**config.mk**
```make
export PLATFORM = sky130hd
export DESIGN_NAME = cpu_controller
export DESIGN_NICKNAME = d
export VERILOG_FILES = /design/src/rtl/cpu_pkg.sv /design/src/rtl/cpu_pc.sv /design/src/rtl/cpu_controller.sv
export SDC_FILE = /design/constraint.sdc
export NUM_CORES = 1
export LEC_CHECK = 0
export CORE_ASPECT_RATIO = 0.8
export CORE_UTILIZATION = 35
export CTS_BUF_LIST = sky130_fd_sc_hd__clkbuf_16
export CTS_CLUSTER_DIAMETER = 50
export DETAILED_ROUTE_END_ITERATION = 7
export GPL_TIMING_DRIVEN = 1
export PLACE_DENSITY_LB_ADDON = 0.25
export SLEW_MARGIN = 25
export SYNTH_ARGS = -nofsm -noshare
export SYNTH_HDL_FRONTEND = slang
export SYNTH_SLANG_ARGS = --single-unit
```
**constraint.sdc**
```tcl
create_clock -name clk -period 2 [get_ports clk]
set_input_delay 0.5 -clock clk [delete_from_list [all_inputs] [get_ports clk]]
set_output_delay 0.5 -clock clk [all_outputs]
set_load 0.005 [all_outputs]
```
**src/rtl/cpu_pkg.sv**
```systemverilog
// Shared definitions for the CPU controller and the ALU it feeds: opcode
// encodings, instruction field layout and the sequencing FSM states.
// Optional feature: CPU_SKZ_EN enables OP_SKZ decoding in cpu_controller.
package cpu_pkg;

  localparam int unsigned INSTR_W = 13;
  localparam int unsigned OPC_W   = 5;
  localparam int unsigned IADDR_W = 8;
  localparam int unsigned OPC_LSB = IADDR_W;

  localparam logic [OPC_W-1:0] OP_HLT = 5'h00;
  localparam logic [OPC_W-1:0] OP_ADD = 5'h01;
  localparam logic [OPC_W-1:0] OP_SUB = 5'h02;
  localparam logic [OPC_W-1:0] OP_AND = 5'h03;
  localparam logic [OPC_W-1:0] OP_OR  = 5'h04;
  localparam logic [OPC_W-1:0] OP_LDA = 5'h05;
  localparam logic [OPC_W-1:0] OP_STO = 5'h06;
  localparam logic [OPC_W-1:0] OP_JMP = 5'h07;
  localparam logic [OPC_W-1:0] OP_XOR = 5'h08;
  localparam logic [OPC_W-1:0] OP_SKZ = 5'h09;

  typedef enum logic [2:0] {
    ST_IDLE,
    ST_FETCH,
    ST_DECODE,
    ST_OPRD,
    ST_EXEC,
    ST_WB,
    ST_STORE,
    ST_HALT
  } state_e;

endpackage

```
**src/rtl/cpu_pc.sv**
```systemverilog
// Program counter register.
//   clk, rst_n  : clock, asynchronous active-low reset (PC -> RESET_PC)
//   load        : load load_val (jump); has priority over inc
//   inc         : increment by one, wrapping modulo 2**PC_W
//   pc          : current program counter
module cpu_pc #(
  parameter int unsigned PC_W     = 8,
  parameter int unsigned RESET_PC = 0
) (
  input  logic            clk,
  input  logic            rst_n,
  input  logic            load,
  input  logic [PC_W-1:0] load_val,
  input  logic            inc,
  output logic [PC_W-1:0] pc
);

  logic [PC_W-1:0] pc_q;
  logic [PC_W-1:0] pc_d;

  always_comb begin
    pc_d = pc_q;
    if (load) begin
      pc_d = load_val;
    end else if (inc) begin
      pc_d = pc_q + 1'b1;
    end
  end

  always_ff @(posedge clk or negedge rst_n) begin
    if (!rst_n) begin
      pc_q <= PC_W'(RESET_PC);
    end else begin
      pc_q <= pc_d;
    end
  end

  assign pc = pc_q;

endmodule

```
**src/rtl/cpu_controller.sv**
```systemverilog
// Fetch/decode/sequencing stage in front of the CPU ALU. Owns PC, IR and ACC,
// keeps one instruction in flight and talks to instruction and data memory
// through req/ack handshakes (req held until a one-cycle ack).
//   clk, rst_clk          : clock, asynchronous active-low reset
//   run                   : leaves IDLE when high
//   imem_req/addr/ack/rdata : instruction fetch port
//   dmem_req/we/addr/wdata/ack/rdata : data port (read operand, STO write)
//   optcode/alu_data/accmu/ena : ALU drive; alu_out is the registered ALU result
//   halted, pc            : status
// Optional feature: define CPU_SKZ_EN to decode opcode 01001 as SKZ (skip next
// instruction when ACC is zero); otherwise it decodes as a NOP.
module cpu_controller
  import cpu_pkg::*;
#(
  parameter int unsigned PC_W     = 8,
  parameter int unsigned DATA_W   = 8,
  parameter int unsigned RESET_PC = 0
) (
  input  logic               clk,
  input  logic               rst_clk,
  input  logic               run,
  output logic               imem_req,
  output logic [PC_W-1:0]    imem_addr,
  input  logic               imem_ack,
  input  logic [INSTR_W-1:0] imem_rdata,
  output logic               dmem_req,
  output logic               dmem_we,
  output logic [PC_W-1:0]    dmem_addr,
  output logic [DATA_W-1:0]  dmem_wdata,
  input  logic               dmem_ack,
  input  logic [DATA_W-1:0]  dmem_rdata,
  output logic [OPC_W-1:0]   optcode,
  output logic [DATA_W-1:0]  alu_data,
  output logic [DATA_W-1:0]  accmu,
  output logic               ena,
  input  logic [DATA_W-1:0]  alu_out,
  output logic               halted,
  output logic [PC_W-1:0]    pc
);

  state_e              state_q, state_d;
  logic [INSTR_W-1:0]  ir_q, ir_d;
  logic [DATA_W-1:0]   acc_q, acc_d;
  logic [DATA_W-1:0]   alu_data_q, alu_data_d;
  logic                pc_load;
  logic                pc_inc;
  logic [PC_W-1:0]     ir_addr;
  logic [OPC_W-1:0]    opcode;

  assign opcode  = ir_q[OPC_LSB +: OPC_W];
  assign ir_addr = PC_W'(ir_q[IADDR_W-1:0]);

  cpu_pc #(
    .PC_W    (PC_W),
    .RESET_PC(RESET_PC)
  ) u_pc (
    .clk     (clk),
    .rst_n   (rst_clk),
    .load    (pc_load),
    .load_val(ir_addr),
    .inc     (pc_inc),
    .pc      (pc)
  );

  always_comb begin
    state_d    = state_q;
    ir_d       = ir_q;
    acc_d      = acc_q;
    alu_data_d = alu_data_q;
    pc_load    = 1'b0;
    pc_inc     = 1'b0;
    case (state_q)
      ST_IDLE: begin
        if (run) state_d = ST_FETCH;
      end
      ST_FETCH: begin
        if (imem_ack) begin
          ir_d    = imem_rdata;
          pc_inc  = 1'b1;
          state_d = ST_DECODE;
        end
      end
      ST_DECODE: begin
        case (opcode)
          OP_HLT: state_d = ST_HALT;
          OP_JMP: begin
            pc_load = 1'b1;
            state_d = ST_FETCH;
          end
          OP_STO: state_d = ST_STORE;
          OP_ADD, OP_SUB, OP_AND, OP_OR, OP_XOR, OP_LDA: state_d = ST_OPRD;
`ifdef CPU_SKZ_EN
          OP_SKZ: begin
            pc_inc  = (acc_q == '0);
            state_d = ST_FETCH;
          end
`endif
          default: state_d = ST_FETCH;
        endcase
      end
      ST_OPRD: begin
        if (dmem_ack) begin
          alu_data_d = dmem_rdata;
          state_d    = ST_EXEC;
        end
      end
      ST_EXEC: state_d = ST_WB;
      // ALU result is taken as-is; SUB therefore leaves data-ACC in ACC.
      ST_WB: begin
        acc_d   = alu_out;
        state_d = ST_FETCH;
      end
      ST_STORE: begin
        if (dmem_ack) state_d = ST_FETCH;
      end
      ST_HALT: state_d = ST_HALT;
      default: state_d = ST_IDLE;
    endcase
  end

  always_ff @(posedge clk or negedge rst_clk) begin
    if (!rst_clk) begin
      state_q    <= ST_IDLE;
      ir_q       <= '0;
      acc_q      <= '0;
      alu_data_q <= '0;
    end else begin
      state_q    <= state_d;
      ir_q       <= ir_d;
      acc_q      <= acc_d;
      alu_data_q <= alu_data_d;
    end
  end

  // Requests are decoded from state alone so reset drops them asynchronously.
  assign imem_req   = (state_q == ST_FETCH);
  assign imem_addr  = pc;
  assign dmem_req   = (state_q == ST_OPRD) || (state_q == ST_STORE);
  assign dmem_we    = (state_q == ST_STORE);
  assign dmem_addr  = ir_addr;
  assign dmem_wdata = acc_q;
  assign optcode    = opcode;
  assign alu_data   = alu_data_q;
  assign accmu      = acc_q;
  assign ena        = (state_q == ST_EXEC);
  assign halted     = (state_q == ST_HALT);

endmodule

```
After elaboration in Yosys (flattened, before gate mapping) --
Index checks and enable logic that the tools add are counted.
Word-level totals: register bits 40, output and inout bits 58, word-level logic and storage cells 45
Operators by class: add/subtract/negate cells 1, equality and inequality tests 19, muxes and demuxes 12, reductions and logical operators 8
Operators by type and width (count):
- 3-bit case mux with 8 select lines | 1
- 5-bit by 3-bit == test with 1-bit output (second input constant) | 4
- 8-bit two-way mux | 2
- 3-bit == test (second input constant) | 4
- 3-bit two-way mux | 4
- 5-bit by 2-bit == test with 1-bit output (second input constant) | 2
- 3-bit case mux with 3 select lines | 1
- 8-bit by 1-bit adder with 8-bit output (second input constant) | 1
- 3-bit by 2-bit == test with 1-bit output (second input constant) | 2
- 6-bit OR reduction | 1
- 5-bit by 1-bit == test with 1-bit output (second input constant) | 1
- 5-bit by 4-bit == test with 1-bit output (second input constant) | 1
- 5-bit zero test | 1
- 1-bit two-way mux | 4
- 2-bit by 1-bit != test with 1-bit output (second input constant) | 2
- 2-bit != test (second input constant) | 2
- 2-bit AND reduction | 2
- 4-bit AND reduction | 1
- 3-bit by 1-bit == test with 1-bit output (second input constant) | 1
- 3-bit zero test | 1
- 2-bit nonzero test | 1
- 1-bit logical OR | 1

Depth between registers and ports, before layout --
word-level depth 4, gate-level depth with buffers 6, depth with buffers taken out 4

Hierarchy --
From an unflattened synthesis, not the netlist that was laid out.
Unflattened totals: cells, all modules 164, area total of the unflattened synthesis 1974.4 µm²
Modules (own cells, without submodules):
- cpu_controller | times used 1, cells each 115, area each 1524.0 µm², sequential area each 800.8 µm²
- cpu_pc | times used 1, cells each 49, area each 450.4 µm², sequential area each 200.2 µm²

Least setup slack after synthesis --
Ideal clock, no wire load.
kind register to output, start point register state_q[2], end point output port dmem_req, arrival 0.908 ns, required time 1.500 ns, path slack 0.592 ns, cell stages (with the launch flop) 4, path buffers 1, cell sequence dfrtp_1 -> clkbuf_1 -> xor2_1 -> and2_1
On the way: word-level cells in the longest chain between the ends 2
Ends and longest elaborated chain:
- start: declaration | line cpu_controller.sv:41 | state_e state_q, state_d;
- start signal: assignment | line cpu_controller.sv:128 | state_q <= state_d;
- 3-bit by 2-bit == test with 1-bit output or 3-bit == test (tied branches) | line cpu_controller.sv:138 | assign dmem_req = (state_q == ST_OPRD) || (state_q == ST_STORE);
- 1-bit logical OR (*) | line cpu_controller.sv:138
- end: declaration | line cpu_controller.sv:26 | output logic dmem_req,
Every way passes the cells marked *; elsewhere a longest branch is shown, timed or not.

Final worst setup path --
start point register state_q[0], end point output port halted
On the way: word-level cells in the longest chain between the ends 1
Ends and longest elaborated chain:
- 3-bit == test | line cpu_controller.sv:146 | assign halted = (state_q == ST_HALT);
- end: declaration | line cpu_controller.sv:37 | output logic halted,
Every way passes these cells.

==> flow_summary.yaml <==
timing:
  period_minus_slack_ns: 1.96
  maxSlewHeadroom: 0.664
  skew_ns: 0.00222
  setup_viol: 0
  fmax_mhz: 510
  hold_violations: 0
  period_share: 0.981
  timing.hold.ws_ns: 0.275
  drv_slew: 0
  worst_pin_slew_ns: 0.504
detailed_routing:
  firstDrtPassIters: 4
  wire_per_inst_um: 12.7
  drc: 0
  drt_wl_total_um: 4570
  drt_iter0_drc: 43
  num_vias: 1669
  detail-route-antenna-nets: 0
  vias_per_cell: 4.62
synth:
  async_flop_share: 1.00
  synth_fp_nets: 230
  synth_area_mm2: 0.00197
  ys_seq_area_frac: 0.509
  synth_flop_cell: "dfrtp_1"
  synth_top_family_by_area: "simple AND/OR/NAND/NOR gates"
  synth_xor_area_frac: 0.0223
  ys_ff_latch: 40
  synth_area_per_cell_um2: 10.1
  synthSimpleGateAreaFrac: 0.193
  yosys.area_share.adder: 0.0115
  synth_compound_area_frac: 0.0776
  syn_inst: 195
  synth_top_area_frac: 0.509
  yosys_warnings: 0
  synth_top_cell_by_area: "dfrtp_1"
  netlist-cell-type-count: 40
  synth_edf_count: 0
  synthMuxAreaShare: 0.0916
  synth_area_leaders: "dfrtp_1, nand2_1, mux2_2"
global_routing:
  overflow: 0
  grt_pass1_vias: 1564
  grt_pass1_wl_um: 7590
  grt_use_total: 0.162
  grt_max_degree: 41
  antenna_found_initial: 0
clock_tree:
  cts_sinks: 40
  clk-insertion-delay-late_ns: 0.28
  cts_tree: "yes"
  htree_levels: 2
  clockBufferDepth: 2
  cts_root_buf: "clkbuf_16"
  clk_pin_slew_ns: 0.06
  numCtsBuffers: 5
final_layout:
  drive_gt1_frac: 0.148
  final_common_cell: "clkdlybuf4s50_1"
  finalNonFillerCells: 361
  fin_nets: 317
  multi_input_area_um2: 778
  diodes: 0
  design_area_mm2: 0.00305
  n_fill_cell: 487
  layout_common_cells: "clkdlybuf4s50_1, nand2_1, dfrtp_1, mux2_2, buf_4"
  final-seq-area_mm2: 0.00100
  area_delta_synth_final_pct: 54.9
place:
  placed_cell_area_mm2: 0.00287
  io_buffers: 91
  gp_congestion: 0.785
  numPlacedInstances: 348
  dp_hpwl_um: 3350
worst_setup_path:
  worstSetupEndpointType: "output pin"
  worst_path_largest_cell_delay_ns: 0.51
  path_class: "reg -> out"
  required_ns: 1.50
  r2r_end: "u_pc.pc[5]"
  worst-r2r-setup-slack_ns: 0.28
  r2r_start: "state_q[1]"
  path_buf_inv: 2
  crit_path_cell_trace: "buf_4 -> and3_1 -> clkdlybuf4s50_1"
  worst-r2r-cell-count: 6
  critPathLaunchType: "flop"
  cp_max_fo: 4
  path_delay_family: "buffers and inverters"
  slowest_stage: "clkdlybuf4s50_1"
  arrival_ns: 1.46
job:
  maxCapViolCount: 0
floorplan:
  die-area_mm2: 0.00593
  initial_utilization: 0.362
  ios: 92
  core-area_mm2: 0.00544
  rows: 24
  die_w_um: 85.8
  fp.dieH_um: 69.1
status:
  outcome: "finished, final reports clean"
power:
  cellLeakagePower_nw: 1.35
  powerDensity_mw_per_mm2: 1520
  ir_drop_uv: 590
min_path:
  hp-class: "in -> async"
-- where the power goes --
group / switching [mW] / total [mW] / internal, mW
Sequential: 0.384 / 1.59 / 1.21
Combinational: 0.781 / 2.28 / 1.50
Clock: 0.297 / 0.746 / 0.448
-- cells by family after synthesis --
kind of cell	count (synthesis)
buf+inv	29
simple gates	79
flops	40
mux	16
compound gates	24
xor+xnor	5
fa+ha+maj	2
-- per-layer routing --
layer | track usage | wire [um] | vias to the layer above
li1 | - | - | 832
met1 | 0.231 | 2160 | 789
met2 | 0.244 | 2180 | 45
met3 | 0.0407 | 205 | 3
met4 | 0.0500 | 19 | 0
met5 | 0 | 0 | -
-- final cells by class --
type,count,area share
clock inverters,3,0.00370
well taps,78,0.0320
clock buffers,5,0.0411
multi-input cells,126,0.255
inverters,4,0.00493
repair buffers,105,0.333
flip-flops and latches,40,0.330
-- per-stage QoR --
stage | power, mW | util | setup TNS, ns | worst slack, ns
4_1_cts | 4.65 | 0.557 | 0 | 0.00181
3_3_place_gp | 3.80 | 0.527 | 0 | 0.0903
3_5_place_dp | 3.84 | 0.527 | -0.00579 | -0.00579
6_report | 4.62 | 0.561 | 0 | 0.0378
2_1_floorplan | 2.63 | - | 0 | 0.592
5_1_grt | 4.95 | 0.561 | -0.00472 | -0.00472
-- flip-flops by register name (all words and copies together) (netlist names) --
name,cells
alu_data,8
accmu,8
ir_q,13
state_q,3
u_pc.pc,8
-- worst register-to-register path, cell delays in order, from the launching register on --
cell	delay, ns
dfrtp_2	0.41
buf_4	0.14
buf_4	0.14
and4bb_4	0.40
a41oi_1	0.12
o21ai_0	0.20
o311ai_0	0.16
-- worst max-delay path by stage --
stage | from | endpoint | slack (ns) | depth (start not counted)
floorplan | state_q[2] | dmem_req | 0.59 | 3
global route | state_q[0] | halted | -0.005 | 3
global placement | imem_ack | u_pc.pc[5] | 0.09 | 5
finish | state_q[0] | halted | 0.04 | 3
CTS | state_q[0] | dmem_req | 0.002 | 3
detailed placement | imem_ack | u_pc.pc[5] | -0.006 | 5
-- Yosys cell counts (2+ instances only) --
cell       n
a21oi_1    5
dfrtp_1   40
or4_1      2
and2_1     2
o21ai_0    5
nor2_1     4
inv_1      4
mux2_2    15
xor2_1     5
clkbuf_1   3
o21ai_1    4
nand2_1   51
and3_1     2
nand4_1    5
nand3_1    3
buf_2      3
a22oi_1    2
buf_4     18
-- what timing repair did --
item                       4_1_cts  5_1_grt
hold buffers                     0        0
setup endpoints to repair        4        4
gates resized for setup          4        2
setup buffers                    3        2
hold endpoints to repair         0        0
pin swaps                        0        0
No activity file was read; power rests on OpenSTA's default activity.
